--- config.mk ---
export PLATFORM = sky130hd
export DESIGN_NAME = regfile_ctrl
export DESIGN_NICKNAME = d
export VERILOG_FILES = /design/src/rtl/regfile_ctrl.sv
export SDC_FILE = /design/constraint.sdc
export NUM_CORES = 1
export LEC_CHECK = 0
export ABC_AREA = 1
export CAP_MARGIN = 20
export CORE_MARGIN = 2
export CORE_UTILIZATION = 41
export CTS_CLUSTER_SIZE = 20
export DETAILED_ROUTE_END_ITERATION = 10
export PLACE_DENSITY = 0.87
export SYNTH_ARGS = -nofsm -noshare
export SYNTH_HDL_FRONTEND = slang
export SYNTH_SLANG_ARGS = --single-unit
--- constraint.sdc ---
create_clock -name clk -period 1.4 [get_ports clk]
set_input_delay 0.28 -clock clk [delete_from_list [all_inputs] [get_ports clk]]
set_output_delay 0.28 -clock clk [all_outputs]
set_load 0.005 [all_outputs]
--- src/rtl/regfile_ctrl.sv ---
// rtl/regfile_ctrl.sv - two-requester register-file controller with init sweep and round-robin arbitration
//
// Ports:
//   clk, reset           rising-edge clock, synchronous active-low reset
//   a_*/b_* req,wr,adr,  requester A/B operation fields (adr = write or R address,
//   sadr,din             sadr = S read address, din = write data)
//   a_gnt, b_gnt         combinational accept strobes (fields captured while high)
//   W_Adr, Din, we_pulse register-file write port
//   R_Adr, S_Adr         register-file read addresses
//   R_in, S_in           register-file read data (combinational from R_Adr/S_Adr)
//   R_out, S_out         registered read results, valid with rd_valid pulse
//   rd_valid, rd_owner   read-complete pulse and owner (0 = A, 1 = B)
//   busy                 high in every state except IDLE
module regfile_ctrl (
    input  logic        clk,
    input  logic        reset,
    input  logic        a_req,
    input  logic        b_req,
    input  logic        a_wr,
    input  logic        b_wr,
    input  logic [2:0]  a_adr,
    input  logic [2:0]  b_adr,
    input  logic [2:0]  a_sadr,
    input  logic [2:0]  b_sadr,
    input  logic [3:0]  a_din,
    input  logic [3:0]  b_din,
    output logic        a_gnt,
    output logic        b_gnt,
    output logic [2:0]  W_Adr,
    output logic [2:0]  R_Adr,
    output logic [2:0]  S_Adr,
    output logic        we_pulse,
    output logic [3:0]  Din,
    input  logic [15:0] R_in,
    input  logic [15:0] S_in,
    output logic [15:0] R_out,
    output logic [15:0] S_out,
    output logic        rd_valid,
    output logic        rd_owner,
    output logic        busy
);

    typedef enum logic [1:0] {ST_INIT, ST_IDLE, ST_WR, ST_RD} state_t;

    state_t     state, state_nxt;
    logic [2:0] cnt;
    logic       last_b;      // 1 = B was granted most recently
    logic [2:0] l_adr;
    logic [3:0] l_din;
    logic       l_id;
    logic [2:0] w_adr_q;
    logic [3:0] din_q;

    logic       sel_wr;
    logic [2:0] sel_adr;
    logic [2:0] sel_sadr;
    logic [3:0] sel_din;

    always_comb begin
        a_gnt     = 1'b0;
        b_gnt     = 1'b0;
        state_nxt = state;
        case (state)
            ST_INIT: if (cnt == 3'd7) state_nxt = ST_IDLE;
            ST_IDLE: begin
                // Gated by reset so nothing is reported as accepted while the
                // state register is about to be forced back to INIT.
                if (reset) begin
                    if (a_req && (!b_req || last_b)) a_gnt = 1'b1;
                    else if (b_req)                  b_gnt = 1'b1;
                end
                if (a_gnt) state_nxt = a_wr ? ST_WR : ST_RD;
                if (b_gnt) state_nxt = b_wr ? ST_WR : ST_RD;
            end
            ST_WR:   state_nxt = ST_IDLE;
            ST_RD:   state_nxt = ST_IDLE;
            default: state_nxt = ST_INIT;
        endcase
    end

    assign sel_wr   = b_gnt ? b_wr   : a_wr;
    assign sel_adr  = b_gnt ? b_adr  : a_adr;
    assign sel_sadr = b_gnt ? b_sadr : a_sadr;
    assign sel_din  = b_gnt ? b_din  : a_din;

    assign we_pulse = reset && (state == ST_INIT || state == ST_WR);
    assign busy     = (state != ST_IDLE);

    // The write port shows the live address/data during INIT and WR and
    // otherwise replays whatever it last presented.
    always_comb begin
        W_Adr = w_adr_q;
        Din   = din_q;
        if (state == ST_INIT) begin
            W_Adr = cnt;
            Din   = 4'd0;
        end else if (state == ST_WR) begin
            W_Adr = l_adr;
            Din   = l_din;
        end
    end

    always_ff @(posedge clk) begin
        if (!reset) begin
            state    <= ST_INIT;
            cnt      <= 3'd0;
            last_b   <= 1'b1;
            l_adr    <= 3'd0;
            l_din    <= 4'd0;
            l_id     <= 1'b0;
            w_adr_q  <= 3'd0;
            din_q    <= 4'd0;
            R_Adr    <= 3'd0;
            S_Adr    <= 3'd0;
            R_out    <= 16'd0;
            S_out    <= 16'd0;
            rd_valid <= 1'b0;
            rd_owner <= 1'b0;
        end else begin
            state    <= state_nxt;
            rd_valid <= (state == ST_RD);
            if (state == ST_INIT) begin
                cnt     <= cnt + 3'd1;
                w_adr_q <= cnt;
                din_q   <= 4'd0;
            end
            if (state == ST_WR) begin
                w_adr_q <= l_adr;
                din_q   <= l_din;
            end
            if (a_gnt || b_gnt) begin
                last_b <= b_gnt;
                l_adr  <= sel_adr;
                l_din  <= sel_din;
                l_id   <= b_gnt;
                // Read addresses move only on a read grant so they stay
                // stable across the following writes.
                if (!sel_wr) begin
                    R_Adr <= sel_adr;
                    S_Adr <= sel_sadr;
                end
            end
            if (state == ST_RD) begin
                R_out    <= R_in;
                S_out    <= S_in;
                rd_owner <= l_id;
            end
        end
    end

endmodule

# Yosys cells after proc, flatten, opt, wreduce, memory -nomap -nowiden
# Index checks and enable logic that the tools add are counted.
# word_totals
register_bits	61
latch_bits	0
ram_bits	0
romBits	0
inputBits	58
memories	0
# classes
n_addsub	1
multipliers	0
n_div	0
magnitude_cmp	0
n_eq_ne	7
n_shift	0
muxes	27
bitwise_logic	1
reduce_logical	11
# ops
operator	n
$mux W4	5
$mux W3	6
$mux W1	12
$mux W2	3
$pmux W2 S3	1
$eq A2 B2 Y1 const B	2
$reduce_and A2 Y1	2
$add A3 B1 Y3 const B	1
$eq A3 B3 Y1 const B	1
$logic_or A1 B1 Y1	3
$ne A3 B3 Y1 const B	1
$eq A2 B1 Y1 const B	1
$logic_and A1 B1 Y1	2
$logic_not A2 Y1	1
$ne A2 B1 Y1 const B	1
$ne A2 B2 Y1 const B	1
$reduce_bool A2 Y1	1
$reduce_or A2 Y1	1
$logic_not A1 Y1	1
$not A1 Y1	1

# Depth between registers and ports, before layout
# Gate-level depths: netlist of the first run.
# depth
depth_word	10
mapped_depth	10
ltp_nobuf	9

# Worst setup path before layout of the first run
# No wires, ideal clock.
# synth_timing
path_type	register to register
start	reg state[0]
end	reg state[0]
t_arrival_ns	1.120
path_slack_ns	0.157
path_stages_with_launch	8
synth_period_minus_slack_ns	1.243
cell_sequence	dfxtp_1 buf_4 nor2_1 inv_1 nor2_1 nor2_1 nand3_1 o21ai_0
# synth_between
elab_chain_cells	3
word_cells_on_any_way	9
# synth_rtl
element	line	source
start, declared	45	state_t state, state_nxt;
start signal, assigned	120	state <= state_nxt;
$eq A2 B2 Y1 (tied with other cells)	63	case (state)
$reduce_or A2 Y1 (no line) (tied with other cells)	--	
$pmux W2 S3 / $reduce_and A2 Y1 (equally long branches)	--	
# Several ways; a longest one is shown, not always the timed one.
# A chain may end at the register's enable or synchronous reset.

# Worst setup path after layout of the first run
# layout_timing
start	reg state[0]
end	out Din[3]
# layout_between
elab_chain_cells	3
word_cells_on_any_way	4
# layout_rtl
element	line	source
$eq A2 B2 Y1	97	end else if (state == ST_WR) begin
$mux W4	97	
$mux W4 (*)	94	if (state == ST_INIT) begin
end, declared	33	output logic [3:0] Din,
# Mark *: on every way between the ends. The rest lies on a longest branch, timed or not.

==> results of run 1 <==
==> where the power goes <==
group	total (µW)	leakage, µW	internal, µW	switching, µW
combinational	615	0.00143	349	266
clock	1400	0.0000921	730	667
sequential	1830	0.000496	1790	37.6
==> worst max-delay path, delay by kind of cell (launching register included) <==
family	cells	cell delay (ns)
buf+inv	3	0.37
simple gates	3	0.26
flops	1	0.36
==> registers in the layout, indices dropped and copies added, names as in the netlist <==
signal / flops
R_Adr: 3
l_id: 1
l_din: 4
R_out: 16
din_q: 4
l_adr: 3
state: 2
last_b: 1
rd_valid: 1
rd_owner: 1
cnt: 3
w_adr_q: 3
S_Adr: 3
S_out: 16
==> what timing repair did <==
item                                    CTS  global route
pin swaps                                10            13
endpoints found under the setup margin   61            23
gates cloned                              1             0
gates resized for setup                 123            24
buffers inserted                         10             5
==> cells by family after synthesis <==
| group | after synthesis |
|---|---|
| and+or+nand+nor | 177 |
| AOI/OAI and AO/OA | 56 |
| buffers and inverters | 41 |
| adders and majority gates | 2 |
| DFF | 61 |
==> cells in the final DEF, fill, tap and decap left out, types with 3 or more instances in the layout <==
| master | n |
|---|---|
| buf_4 | 28 |
| nand2_1 | 57 |
| nor2_4 | 4 |
| dfxtp_1 | 56 |
| inv_2 | 4 |
| o21ai_0 | 39 |
| nand3_2 | 4 |
| nand2_4 | 6 |
| inv_1 | 21 |
| clkinv_2 | 4 |
| buf_2 | 7 |
| clkdlybuf4s50_1 | 54 |
| nand2_2 | 12 |
| nor2_1 | 83 |
| clkbuf_8 | 11 |
| a31oi_1 | 3 |
| a21oi_1 | 7 |
| dlygate4sd2_1 | 41 |
| nand4_1 | 3 |
| buf_6 | 9 |
| dfxtp_2 | 4 |
| nand3_1 | 6 |
==> synth_stat cells <==
library cell	number	area, µm²
a21boi_0	1	7.51
a21o_1	1	7.51
a21oi_1	7	35.0
a21oi_4	1	16.3
a31oi_1	3	18.8
buf_2	4	20.0
buf_4	2	15.0
buf_6	1	11.3
clkbuf_1	8	30.0
clkinv_1	1	3.75
dfxtp_1	61	1220
ha_1	2	25.0
inv_1	24	90.1
inv_2	1	3.75
nand2_1	74	278
nand2_2	1	6.26
nand3_1	9	45.0
nand3_2	1	10.0
nand3_4	1	17.5
nand4_1	3	18.8
nor2_1	87	327
nor2_4	1	11.3
o211ai_1	2	15.0
o21ai_0	41	205
==> metal layers <==
metal  up-vias  track usage (%)  wire length, µm
met5         -                0                0
met4         0             11.5              124
met3        15             7.00              722
met2       107             42.1             3890
met1      1239             21.5             2740
li1       1345                -                -
==> area by class of cell <==
| type | count | area (µm²) |
|---|---|---|
| multi-input cells | 236 | 1190 |
| well taps | 75 | 93.8 |
| clock buffers | 12 | 155 |
| flip-flops and latches | 61 | 1230 |
| inverters | 26 | 98.8 |
| repair buffers | 144 | 1320 |
| fillers | 437 | 1740 |
| clock inverters | 4 | 22.5 |
==> through the flow <==
stage / utilization (%) / setup slack (ns) / total power (µW) / TNS [ns] / hold WS, ns
after floorplan: - / 0.157 / 2070 / 0 / 0.437
after global routing: 70.3 / -0.244 / 3990 / -3.84 / 0.501
final: 70.3 / -0.198 / 3840 / -2.32 / 0.478
after CTS: 68.2 / -0.166 / 3800 / -1.42 / 0.477
after global placement: 64.0 / -0.646 / 2390 / -16.65 / 0.451
after detailed placement: 64.0 / -0.686 / 2400 / -18.47 / 0.467
==> final timing paths <==
| kind | to | startpoint | cells after the start | slack [ns] |
|---|---|---|---|---|
| setup reg to reg | R_Adr[2] | state[0] | 11 | -0.12 |
| hold / removal | din_q[2] | din_q[2] | 2 | 0.48 |
| setup / recovery | Din[3] | state[0] | 6 | -0.20 |
| hold reg to reg | din_q[2] | din_q[2] | 2 | 0.48 |
==> flow_metrics.tcl, run 1 <==
set metrics [dict create \
    grt_pass1_vias 2504 \
    outcome "complete, but fails checks" \
    grt_pass1_wl_mm 11.2 \
    crit_top_cell "buf_6" \
    syn-cell-area_um2 2440 \
    slew_headroom_pct 71.8 \
    drv_cap 0 \
    setup.worst_path.end_class "output pin" \
    ys_seq_area_share_pct 50.1 \
    htreeDepth 3 \
    synth_top_family_by_area "simple AND/OR/NAND/NOR gates" \
    design_area_um2 4110 \
    synth_compound_area_share_pct 12.5 \
    holdBufCountCts 0 \
    synth_cell_types 24 \
    wl_per_cell_um 13.4 \
    core_um2 5850 \
    period_needed_ns 1.60 \
    vias 2706 \
    critPathLaunchType "flop" \
    finalHoldViolCount 0 \
    synthSimpleGateAreaFrac_pct 29.2 \
    tritoncts "yes" \
    synth_warnings 0 \
    antenna_found_initial 0 \
    crit_slowest_cell "dfxtp_4" \
    area_growth_pct 68.5 \
    insertion_delay_ns 0.33 \
    drc_errors 0 \
    fin_ws_ns -0.198 \
    die_w_um 81.1 \
    place_hpwl_mm 4.95 \
    hold_class "reg2reg" \
    cp.arrival_ns 1.32 \
    rsz0062_at_grt "yes" \
    gp_congestion 0.889 \
    slew_viol_final 0 \
    dpl.cell_count 529 \
    antenna_cells 0 \
    fin_skew_ns 0.00672 \
    ir_drop_v 0.000576 \
    dr.pass1.iters 4 \
    fmaxAchievable_mhz 626 \
    crit_required_ns 1.12 \
    fin_nets 538 \
    worstMarginPinSlew_ns 0.422 \
    synth_nets 397 \
    root_buffer "clkbuf_8" \
    drive_gt1_share_pct 21.7 \
    clkSlewWorstSetupHoldPaths_ns 0.07 \
    grt_usage_pct 22.3 \
    die_h_um 81.1 \
    initial_core_util_pct 41.7 \
    ys_ff_latch 61 \
    cp_slowest_stage_delay_ns 0.36 \
    synth-xor-area-share_pct 0 \
    finalCritPeriodShare_pct 114 \
    clkSinkCount 61 \
    syn-mean-instance-area_um2 7.24 \
    grt-ovfl-total 0 \
    wirelength_mm 7.48 \
    port_buffers 108 \
    drtAntennaViolNets 0 \
    setup_viol 19 \
    synth_cells 337 \
    synth_mux_area_share_pct 0 \
    leakage_uw 0.00202 \
    dr.first_iter.drc_count 80 \
    cts_buffer_depth 2 \
    ios 109 \
    synthAdderAreaFrac_pct 1.03 \
    path_max_fanout 4 \
    grt_max_degree 49 \
    cts_made_buffers 9 \
    rows 28 \
    p_per_area_nw_per_um2 935 \
    placed_cell_area_um2 3740 \
    violations "setup timing" \
    final_cells 558 \
    crit_chain "buf_6, nor2_4, buf_6, nand2_4, nand2_2, buf_6" \
    avgViaCountPerCell 4.85 \
    die_area_um2 6580 \
    path_class "reg2out" \
]
Power figures use the tool's default switching activity.
==> run 2, diff against run 1 <==
Settings changed: CORE_ASPECT_RATIO set to 0.6, PLACE_DENSITY 0.87 to 0.79.
==> run 2 against run 1 <==
Net effect:
- the flow still finishes with violations (setup timing)
- first-iteration DRC count grew 68%
- setup slack gained 0.021 ns
- wire length is 1.7% higher
- via count shrank 0.78%
- worst hold slack got worse by 0.0049 ns
- final cell count increased by 1.3%
- clock skew barely moved
- die area rose by 0.32%
- global-route usage rose by 1.3 points
- combinational power decreased by 2%
- highest routed layer unchanged
==> flow_metrics.tcl, run 2 (synthesis results as in run 1) <==
set metrics [dict create \
    leakage_uw 0.00206 \
    final_common_cell "nor2_1" \
    drive_gt1_share_pct 23.7 \
    hold_class "reg2reg" \
    fin_ws_ns -0.177 \
    rows 21 \
    p_seq_share_pct 45.2 \
    holdWs_ns 0.473 \
    finalHoldViolCount 0 \
    swShare_pct 24.0 \
    design_area_um2 4160 \
    die_w_um 104 \
    p_int_uw 3100 \
    rsz0062_at_grt "yes" \
    place_hpwl_mm 5.18 \
    p_per_area_nw_per_um2 979 \
    violations "setup timing" \
    drtAntennaViolNets 0 \
    power_frac_comb_pct 14.8 \
    path_max_fanout 3 \
    tritoncts "yes" \
    avgViaCountPerCell 4.75 \
    outcome "complete, but fails checks" \
    switchingPower_uw 978 \
    grt_max_degree 51 \
    gp_congestion 0.898 \
    timing.rr.start "state[1]" \
    ios 109 \
    p_clk_share_pct 40.0 \
    wl_per_cell_um 13.5 \
    grt_usage_pct 23.6 \
    holdPathStages 2 \
    drv_cap 0 \
    ir_drop_v 0.000613 \
    dr.pass1.iters 4 \
    grt_pass1_vias 2704 \
    finalCritPeriodShare_pct 113 \
    critPathLaunchType "flop" \
    core_um2 5650 \
    fin_skew_ns 0.00662 \
    die_h_um 63.7 \
    insertion_delay_ns 0.34 \
    cts_made_buffers 9 \
    antenna_cells 0 \
    clkSlewWorstSetupHoldPaths_ns 0.06 \
    grt_pass1_wl_mm 12.4 \
    slew_headroom_pct 78.7 \
    placed_cell_area_um2 3740 \
    dr.first_iter.drc_count 134 \
    port_buffers 108 \
    hold_start "l_id" \
    setup_viol 18 \
    path_class "reg2out" \
    cts_buffer_depth 2 \
    area_growth_pct 70.7 \
    initial_core_util_pct 43.2 \
    worstMarginPinSlew_ns 0.320 \
    grt-ovfl-total 0 \
    fin_setup_tns_ns -1.97 \
    root_buffer "clkbuf_8" \
    fin_nets 540 \
    holdPathEnd "l_id" \
    antenna_found_initial 0 \
    fmaxAchievable_mhz 634 \
    rrSetupSlack_ns -0.10 \
    fillers 468 \
    die_area_um2 6600 \
    drc_errors 0 \
    clkSinkCount 61 \
    period_needed_ns 1.58 \
    reg.largest.list "R_out (16), S_out (16)" \
    crit_required_ns 1.12 \
    r2r_cells 9 \
    setup.worst_path.end_class "output pin" \
    final_cell_mix "nor2_1 (81), nand2_1 (56), clkdlybuf4s50_1 (54)" \
    slew_viol_final 0 \
    htreeDepth 3 \
    vias 2685 \
    wirelength_mm 7.61 \
    cp.arrival_ns 1.30 \
    rr_endpoint "R_Adr[0]" \
]
[run 2: per-layer routing]
metal | part of all wire, % | track usage [%] | wire (µm)
met2 | 46 | 37.6 | 3490
met1 | 46 | 29.4 | 3480
met4 | 1.2 | 8.61 | 91
met3 | 7.2 | 9.08 | 551
met5 | 0 | 0 | 0
[run 2: layout make-up]
type / instances / area [µm²] / area share [%]
multi-input combinational: 236 / 1190 / 28.6
clock buffer: 13 / 169 / 4.06
clock inverter: 3 / 42.5 / 1.02
timing repair buffer: 146 / 1320 / 31.7
tap: 80 / 100 / 2.40
inverter: 26 / 101 / 2.43
sequential: 61 / 1240 / 29.8
[run 2: worst max-delay path by stage]
stage                  start        to  slack (ns)  cells after the start
floorplan           state[0]  state[0]        0.16                      7
CTS                 state[1]  W_Adr[2]       -0.18                      7
global route        state[1]  W_Adr[2]       -0.25                      7
finish              state[1]  W_Adr[2]       -0.18                      7
detailed placement     reset  S_Adr[0]       -0.63                      8
global placement       reset  S_Adr[2]       -0.56                      7
[run 2: metrics by stage]
step | setup WS [ns] | util, % | power, µW | instances
after floorplan | 0.157 | - | 2070 | 337
after global placement | -0.564 | 66.1 | 2390 | 534
after detailed placement | -0.627 | 66.1 | 2400 | 534
after CTS | -0.182 | 71.7 | 4050 | 562
after global routing | -0.249 | 73.7 | 4230 | 565
final | -0.177 | 73.7 | 4070 | 565
[run 2: critical path, stage by stage (launching register included)]
cell     delay (ns)
dfxtp_4        0.36
inv_4          0.07
nor2_4         0.04
buf_6          0.12
buf_6          0.12
nand2_2        0.05
nand3_2        0.07
buf_2          0.14
[run 2: what timing repair did]
| item | in CTS | in global routing |
|---|---|---|
| pin swaps | 10 | 8 |
| cloned | 1 | 0 |
| endpoints found under the setup margin | 61 | 25 |
| hold buffers | 0 | 0 |
| resized for setup | 125 | 32 |
| buffers inserted | 12 | 3 |
[run 2: power by group through the flow]
stage               registers (µW)  clock network [µW]  logic, µW
floorplan                     1860                   0        214
global placement              1870                   0        522
detailed placement            1870                   0        535
CTS                           1830                1650        559
global route                  1850                1720        661
finish                        1840                1630        605
==> run 3, diff against run 2 <==
Settings changed: CELL_PAD_IN_SITES_DETAIL_PLACEMENT set to 0, CELL_PAD_IN_SITES_GLOBAL_PLACEMENT set to 2, CORE_UTILIZATION 41 to 21, PLACE_DENSITY 0.79 to unset, PLACE_DENSITY_LB_ADDON set to 0.1.
==> run 3 against run 2 <==
Net effect:
- the run still ends with setup timing left
- worst hold slack worse by 0.075 ns
- critical path depth unchanged
- sequential share of layout area fell by 2.2 points
- die area grew 90%
- sequential power about the same
- combinational power is 8.6% higher
- non-clock buffer count rose by 6
- design area increased by 7.0%
- final cell count up 15%
- clock power is 39% higher
- critical endpoint is now W_Adr[1]
==> flow_metrics.tcl, run 3 (synthesis results as in run 1) <==
set metrics [dict create \
    totalPowerFinal_uw 4750 \
    tritoncts "yes" \
    fin_skew_ns 0.00588 \
    crit_required_ns 1.12 \
    ir_drop_v 0.000614 \
    startpoint "state[0]" \
    rrSetupSlack_ns -0.15 \
    finalHoldViolCount 0 \
    fin_nets 546 \
    reg.largest.list "R_out (16), S_out (16)" \
    path_max_fanout 4 \
    path_class "reg2out" \
    slew_viol_final 0 \
    holdBufCountCts 0 \
    outcome "complete, but fails checks" \
    cp.arrival_ns 1.31 \
    antenna_cells 0 \
    antenna_found_initial 0 \
    timing.rr.start "state[0]" \
    r2r_cells 11 \
    p_int_uw 3650 \
    grt_pass1_wl_mm 13.1 \
    fin_ws_ns -0.192 \
    violations "setup timing" \
    grt_usage_pct 13.7 \
    final_common_cell "nor2_1" \
    wl_per_cell_um 12.6 \
    finalCritPeriodShare_pct 114 \
    critPathLaunchType "flop" \
    cts_buffer_depth 2 \
    p_clk_share_pct 47.6 \
    rows 30 \
    wirelength_mm 8.22 \
    p_per_area_nw_per_um2 1070 \
    avgViaCountPerCell 3.96 \
    swShare_pct 23.1 \
    rr_endpoint "R_Adr[1]" \
    area_growth_pct 82.7 \
    grt_pass1_vias 2554 \
    cp-endpoint "W_Adr[1]" \
    core_um2 11300 \
    fmaxAchievable_mhz 628 \
    slew_headroom_pct 79.9 \
    ios 109 \
    place_hpwl_mm 5.78 \
    holdWs_ns 0.398 \
    worstMarginPinSlew_ns 0.301 \
    leakage_uw 0.00213 \
    dr.first_iter.drc_count 70 \
    fillers 1182 \
    hold_class "in2reg" \
    vias 2581 \
    dr.pass1.iters 4 \
    die_area_um2 12500 \
    clkSlewWorstSetupHoldPaths_ns 0.05 \
    insertion_delay_ns 0.33 \
    clkSinkCount 61 \
    fin_setup_tns_ns -2.43 \
    setup_viol 18 \
    htreeDepth 3 \
    drtAntennaViolNets 0 \
    drc_errors 0 \
    grt-ovfl-total 0 \
    gp_congestion 0.730 \
    setup.worst_path.end_class "output pin" \
    cts_made_buffers 9 \
    post-route-util_pct 39.4 \
    design_area_um2 4450 \
    root_buffer "clkbuf_16" \
    placed_cell_area_um2 3860 \
    power_frac_comb_pct 13.8 \
    port_buffers 108 \
    switchingPower_uw 1100 \
    drv_cap 0 \
    grt_max_degree 34 \
    die_h_um 87.5 \
    rsz0062_at_grt "yes" \
    drive_gt1_share_pct 22.6 \
    die_w_um 143 \
    initial_core_util_pct 21.6 \
    final_cell_mix "nor2_1 (84), dfxtp_1 (58), nand2_1 (56)" \
    period_needed_ns 1.59 \
    p_seq_share_pct 38.5 \
]
run 3: area by class of cell:
| type | instances | area (µm²) | area share (%) |
|---|---|---|---|
| timing repair buffer | 152 | 1420 | 31.8 |
| sequential | 61 | 1230 | 27.6 |
| multi-input combinational | 236 | 1210 | 27.1 |
| clock buffer | 13 | 260 | 5.84 |
| tap | 160 | 200 | 4.49 |
| inverter | 26 | 98.8 | 2.22 |
| clock inverter | 3 | 43.8 | 0.983 |
run 3: worst max-delay path, stage by stage, from the launching register on:
cell and delay (ns):
dfxtp_4 0.37, buf_6 0.11, nor2_4 0.03, buf_6 0.12, buf_6 0.12, nand2_2 0.05, nand3_2 0.07, buf_6 0.12
run 3: worst min-delay path by stage:
| stage | startpoint | end | cells after the start | slack [ns] |
|---|---|---|---|---|
| final | reset | w_adr_q[1] | 4 | 0.40 |
| after floorplan | l_id | l_id | 2 | 0.44 |
| after global placement | l_id | l_id | 2 | 0.46 |
| after global routing | reset | w_adr_q[1] | 4 | 0.41 |
| after detailed placement | l_id | l_id | 2 | 0.46 |
| after CTS | reset | w_adr_q[1] | 4 | 0.39 |
run 3: through the flow:
stage,instances,setup slack [ns]
after global placement,619,-0.551
after global routing,651,-0.252
final,651,-0.192
after CTS,645,-0.261
after floorplan,337,0.157
after detailed placement,619,-0.571
run 3: what timing repair did:
| item | CTS | global route |
|---|---|---|
| gates cloned | 1 | 0 |
| gates resized for setup | 130 | 28 |
| pin swaps | 14 | 10 |
| buffers inserted | 10 | 6 |
| endpoints found under the setup margin | 63 | 55 |
run 3: power by group through the flow:
stage | clock [µW] | combinational [µW] | sequential, µW
6_report | 2260 | 657 | 1830
5_1_grt | 2410 | 730 | 1830
4_1_cts | 2340 | 601 | 1830
3_5_place_dp | 0 | 567 | 1860
3_3_place_gp | 0 | 567 | 1860
2_1_floorplan | 0 | 214 | 1860
run 3: metal layers:
layer,share of wire [%],GRT usage (%)
met1,54,19.1
met2,39,19.5
met3,5.7,5.22
met4,1.3,4.32
met5,0,0
